==> src/rtl/mul8u_mac_acc.sv <==
// Burst multiply-accumulate around an external combinational 8x8 multiplier (mul_a/mul_b -> mul_o).
// Result valid 2 edges after the last pair; in_ready stays low from the last pair until the result is taken.
module mul8u_mac_acc #(
  parameter int ACC_W = 24,
  parameter bit SAT   = 1'b1
) (
  input  logic             clk,
  input  logic             rst_n,
  input  logic             in_valid,
  output logic             in_ready,
  input  logic [7:0]       in_a,
  input  logic [7:0]       in_b,
  input  logic             in_last,
  output logic [7:0]       mul_a,
  output logic [7:0]       mul_b,
  input  logic [15:0]      mul_o,
  output logic             out_valid,
  input  logic             out_ready,
  output logic [ACC_W-1:0] out_acc,
  output logic [15:0]      out_count,
  output logic             out_sat
);

  typedef enum logic [1:0] {IDLE, ACCUM, DRAIN, OUT} state_t;

  state_t           state;
  logic             s1_valid, s1_last;
  logic             s2_valid, s2_last;
  logic [15:0]      prod;
  logic [15:0]      count;
  logic [ACC_W-1:0] acc;
  logic             sat_flag;
  logic             accept;
  logic [ACC_W:0]   sum;
  logic [ACC_W-1:0] acc_next;
  logic             sat_next;

  assign in_ready = (state == ACCUM);
  assign accept   = in_valid & in_ready;

  // One extra bit exposes the carry; a clamped all-ones acc re-clamps on any nonzero add.
  assign sum      = {1'b0, acc} + {{(ACC_W-15){1'b0}}, prod};
  assign acc_next = (SAT && sum[ACC_W]) ? {ACC_W{1'b1}} : sum[ACC_W-1:0];
  assign sat_next = sat_flag | sum[ACC_W];

  always_ff @(posedge clk or negedge rst_n) begin
    if (!rst_n) begin
      state     <= IDLE;
      s1_valid  <= 1'b0;
      s1_last   <= 1'b0;
      s2_valid  <= 1'b0;
      s2_last   <= 1'b0;
      mul_a     <= 8'd0;
      mul_b     <= 8'd0;
      prod      <= 16'd0;
      count     <= 16'd0;
      acc       <= '0;
      sat_flag  <= 1'b0;
      out_valid <= 1'b0;
      out_acc   <= '0;
      out_count <= 16'd0;
      out_sat   <= 1'b0;
    end else begin
      s1_valid <= accept;
      s1_last  <= accept & in_last;
      s2_valid <= s1_valid;
      s2_last  <= s1_last;

      if (accept) begin
        mul_a <= in_a;
        mul_b <= in_b;
        if (count != 16'hFFFF)
          count <= count + 16'd1;
      end

      if (s1_valid)
        prod <= mul_o;

      if (s2_valid) begin
        acc      <= acc_next;
        sat_flag <= sat_next;
      end

      case (state)
        IDLE:  state <= ACCUM;
        ACCUM: if (accept && in_last) state <= DRAIN;
        DRAIN: begin
          // The last-tagged add publishes the burst result on the same edge.
          if (s2_valid && s2_last) begin
            state     <= OUT;
            out_valid <= 1'b1;
            out_acc   <= acc_next;
            out_count <= count;
            out_sat   <= sat_next;
          end
        end
        OUT: begin
          if (out_ready) begin
            out_valid <= 1'b0;
            acc       <= '0;
            count     <= 16'd0;
            sat_flag  <= 1'b0;
            state     <= ACCUM;
          end
        end
        default: state <= IDLE;
      endcase
    end
  end

endmodule

==> config.mk <==
export PLATFORM = sky130hd
export DESIGN_NAME = mul8u_mac_acc
export DESIGN_NICKNAME = d
export VERILOG_FILES = /design/src/rtl/mul8u_mac_acc.sv
export SDC_FILE = /design/constraint.sdc
export NUM_CORES = 1
export LEC_CHECK = 0
export CAP_MARGIN = 20
export CORE_AREA = 3 3 135 163
export DETAILED_ROUTE_END_ITERATION = 7
export DIE_AREA = 0 0 138 166
export PLACE_DENSITY = 0.47
export SLEW_MARGIN = 20
export SYNTH_ARGS = -nofsm -noshare
export SYNTH_HDL_FRONTEND = slang
export SYNTH_SLANG_ARGS = --single-unit
==> constraint.sdc <==
create_clock -name clk -period 3.1 [get_ports clk]
set_clock_uncertainty 0.05 [all_clocks]
set_input_delay 0.62 -clock clk [delete_from_list [all_inputs] [get_ports clk]]
set_output_delay 0.62 -clock clk [all_outputs]
set_load 0.1 [all_outputs]
Word level (Yosys, flattened, before mapping)
Cells that the tools add are included.
{ "classes": {"reduce_logical": 7, "addsub": 2, "muxes": 18, "n_eq_ne": 7, "n_bitwise": 3} }
{ "op_table": {"columns": ["operator", "n"], "rows": [
  ["2-to-1 mux 24 bit", 4],
  ["2-to-1 mux 16 bit", 4],
  ["adder 24 x 16 -> 25 bit", 1],
  ["adder 16 x 1 -> 16 bit (second input constant)", 1],
  ["!= test 16 bit (second input constant)", 1],
  ["one-hot mux 2 bit (4 select lines)", 1],
  ["2-to-1 mux 2 bit", 3],
  ["AND reduction 3 bit", 2],
  ["2-to-1 mux 1 bit", 5],
  ["equality test 2 bit (second input constant)", 2],
  ["!= test 2 bit (second input constant)", 2],
  ["bitwise AND 1 bit", 2],
  ["equality test 2 x 1 -> 1 bit (second input constant)", 1],
  ["logical AND 1 bit", 2],
  ["logical NOT 2 bit", 1],
  ["!= test 2 x 1 -> 1 bit (second input constant)", 1],
  ["one-hot mux 1 bit (2 select lines)", 1],
  ["AND reduction 2 bit", 1],
  ["nonzero test 2 bit", 1],
  ["OR 1 bit", 1]
]} }
{ "totals": {"wordCells": 52, "regBits": 121} }

Depth between registers and ports, before layout
{ "depth": {"ltp_word": 5, "mapped_depth": 9, "ltp_nobuf": 9} }

Worst setup path after synthesis
Ideal clock, no wire load.
{ "synth_timing": {"path_type": "reg-to-reg", "from": "register state[1]", "to": "register count[15]", "t_arrival_ns": 2.513, "n_path_buf": 0, "stages_incl_launch_ff": 10, "period_less_slack_ns": 2.649, "required_time_ns": 2.964, "slack_ns": 0.451, "cell_sequence": "dfrtp_1 inv_1 ha_1 nand2_1 inv_2 nand4_1 nor3_2 nand2_1 and3_1 nor3_1"} }
{ "synth_between": {"elab_chain_cells": 5, "elab_cells_between_ends": 6, "cone_classes": "2 x eq/ne; 3 x mux; 1 x bitwise"} }
{ "synth_rtl": {"columns": ["element", "line", "source"], "rows": [
  ["start: declaration", "26", "state_t state;"],
  ["start signal: assignment", "48", "state <= IDLE;"],
  ["start signal: assignment", "85", "IDLE: state <= ACCUM;"],
  ["start signal: assignment", "86", "ACCUM: if (accept && in_last) state <= DRAIN;"],
  ["equality test 2 x 1 -> 1 bit (*)", "38", "assign in_ready = (state == ACCUM);"],
  ["via in_ready", "10", "output logic in_ready,"],
  ["bitwise AND 1 bit (*)", "39", "assign accept = in_valid & in_ready;"],
  ["2-to-1 mux 16 bit (*)", "69", "if (accept) begin"],
  ["2-to-1 mux 16 bit", "98", "if (out_ready) begin"],
  ["2-to-1 mux 16 bit (*)", "84", "case (state)"],
  ["end signal: assignment", "73", "count <= count + 16'd1;"],
  ["end: declaration", "30", "logic [15:0] count;"]
]} }
The timed path passes the listed nets; every way through them passes the cells marked *.
A chain may end at the register's enable or synchronous reset.

Worst setup path in the final report
{ "layout_timing": {"from": "register prod[0]", "to": "register acc[22]"} }
{ "layout_between": {"elab_chain_cells": 5} }
{ "layout_rtl": {"columns": ["element", "line", "source"], "rows": [
  ["start: declaration", "29", "logic [15:0] prod;"],
  ["start signal: assignment", "77", "prod <= mul_o;"],
  ["adder 24 x 16 -> 25 bit (*)", "42", "assign sum = {1'b0, acc} + {{(ACC_W-15){1'b0}}, prod};"],
  ["2-to-1 mux 24 bit (*)", "43", "assign acc_next = (SAT && sum[ACC_W]) ? {ACC_W{1'b1}} : sum[ACC_W-1:0];"],
  ["2-to-1 mux 24 bit (*)", "79", "if (s2_valid) begin"],
  ["2-to-1 mux 24 bit", "98", null],
  ["2-to-1 mux 24 bit (*)", "84", null],
  ["end signal: assignment", "80", "acc <= acc_next;"],
  ["end: declaration", "31", "logic [ACC_W-1:0] acc;"]
]} }
Mark *: on every way between the ends. The rest lies on a longest branch, timed or not.

==> qor.csv <==
metric,value,unit
status,finished clean,
post_cts_resized,0,
grt_overflow,0,
postRouteWirelength,16100,um
drive_gt1_share,21.4,%
syn2layout_area_growth,26.7,%
synth_seq_cells,121,
cap_violations,0,
p_total,9.34,mW
drtIter0Drc,173,
seq_area,0.00303,mm2
cp_cell_sequence,"ha_1, fa_1, a21oi_1, o22ai_1, o211ai_1, a21oi_2, o311ai_4, nor3_1, a211oi_1",
tightest_slew,0.897,ns
critPathMaxStageDelay,0.43,ns
die_area,0.0229,mm2
crit_type,register to register,
htreeDepth,4,
avgViaCountPerCell,4.89,
max_slew_margin,40.2,%
r2r_start,prod[0],
grt_usage,14.2,%
synth_cell_types,62,
postCtsHoldBufs,0,
pre_cts_ws,0.342,ns
synth_seq_area_share,49.4,%
post_cts_buffers,0,
io_pins,96,
port_buffers,95,
yosys-top-cells-count,"121 x dfrtp_1, 102 x nand2_1, 53 x a21oi_1, 52 x o21ai_0, 51 x nor2_1",
synthFlopType,dfrtp_1,
critPathLaunchType,register,
synth_area_leaders,"dfrtp_1 49%, nand2_1 6.2%, mux2_2 5.9%, a21oi_1 4.3%, ha_1 4.3%",
hp-class,primary input to async pin,
grt_max_degree,51,
ant_nets,0,
drtPass1Iterations,4,
synthArstFlopShare,100,%
hold_viol_final,0,
routabilityCongestion,0.798,
grt_pass1_vias,5199,
num_rows,57,
syn_inst,634,
clock.fmax,0.362,GHz
multi_input_area,0.00289,mm2
avgRoutedWirePerCell,16.1,um
clk_pin_slew,0.06,ns
postLayoutCellArea,0.00777,mm2
die_height,166,um
synth.avg_cell_area,9.67,um2
syn_nets,693,
synth_edf_count,0,
cts_tree,built,
ys_warn_count,0,
fin_ws,0.337,ns
synth.cell_area,0.00613,mm2
arrival,3.02,ns
hold_ws,0.0796,ns
antenna_found_initial,0,
setup_viol,0,
core,0.0204,mm2
startpoint,prod[0],
rsz0062_at_grt,no,
leakagePower,3.51,nW
fin_crit_sh,89.1,%
crit_fanout,4,
yosysTopAreaCell,dfrtp_1,
period_needed,2.76,ns
ir_drop,0.000802,V
cts_root_buf,clkbuf_16,
drc,0,
placed_cell_area,0.00722,mm2
die_x,138,um
cts_sinks,121,
yosysMostFrequentCell,dfrtp_1,
slowest_stage,fa_1,
nFillCells,2118,
power_density,1200,mW/mm2
cts_buffer_depth,2,
end_kind,register,
n_antenna_cell,0,
grt_pass1_wl,27000,um
cts_buffers,17,
synth_top_area_share,49.4,%
slew_viol_final,0,
clock_latency,0.41,ns
dp_hpwl,11700,um
start_util,30.1,%
cp.required,3.36,ns
finalNetCount,785,
setup_tns,0,ns
dr_total_vias,4895,
worst paths after layout:
path,endpoint,slack [ns],depth (start not counted)
max,acc[22],0.34,9
min,prod[3],0.08,1
max reg2reg,acc[22],0.34,9
min reg2reg,s2_last,0.30,0
max in group asynchronous,out_acc[16],2.24,2
min in group clk,s2_last,0.30,0
power breakdown:
group	total (mW)	switching, mW	internal (mW)
combinational	5.12	3.62	1.50
clock	1.86	0.726	1.13
sequential	2.36	0.315	2.05
state kept, by name (all words and copies together), names as in the netlist, 2 cells and up:
signal and count:
acc 24, mul_b 8, prod 16, count 16, mul_a 8, out_acc 24, state 2, out_count 16
cell type report:
type / count / area share (%)
inverter: 13 / 0.628
tap: 265 / 4.27
clock inverter: 11 / 1.29
timing repair buffer: 110 / 11.9
multi-input combinational: 463 / 37.1
clock buffer: 19 / 5.83
sequential: 121 / 39.0
cells in the final DEF, fill, tap and decap left out, types with 3 or more instances in the layout:
cell type / instances
mux2_2: 32
a21o_1: 6
xor2_1: 12
ha_1: 21
buf_4: 74
nand3_1: 12
clkdlybuf4s50_1: 35
dfrtp_1: 121
o21ai_1: 8
inv_1: 12
clkinvlp_4: 5
clkbuf_16: 17
o31ai_1: 3
xnor2_1: 10
a21oi_1: 53
a211oi_1: 5
or3_1: 6
nor3_1: 12
nand2_1: 102
and3_1: 6
nand4_1: 12
o21a_1: 3
clkinv_2: 3
nor2_1: 51
o21ai_0: 52
a31oi_1: 9
mux2i_1: 4
metal layers:
layer	GRT usage [%]	wire (um)	up-vias
met1	17.3	7120	2367
li1	-	-	2417
met4	3.48	120	0
met3	4.12	732	12
met5	0	0	-
met2	24.8	8130	99
critical path: cells and delay by family (launching register included):
| family | cells | cell delay (ns) |
|---|---|---|
| AO/OA/AOI/OAI | 6 | 1.46 |
| adder cells (fa/ha/maj) | 2 | 0.67 |
| AND/OR/NAND/NOR | 1 | 0.10 |
| flip-flops | 1 | 0.38 |
through the flow:
stage,instances,utilization (%)
after floorplan,634,-
after detailed placement,972,35.4
after global placement,972,35.4
after global routing,1002,38.1
final,1002,38.1
after CTS,1002,38.1
cells by family (layout without fill, tap and decap cells):
logic type      Yosys count  in the layout  synth area share, %
buf+inv                  50            153                 3.65
mux                      36             36                 6.53
fa+ha+maj                22             22                 4.61
flops                   121            121                 49.4
simple gates            223            223                 17.0
compound gates          160            160                 15.7
xor+xnor                 22             22                 3.14
(Power assumes the default switching activity.)
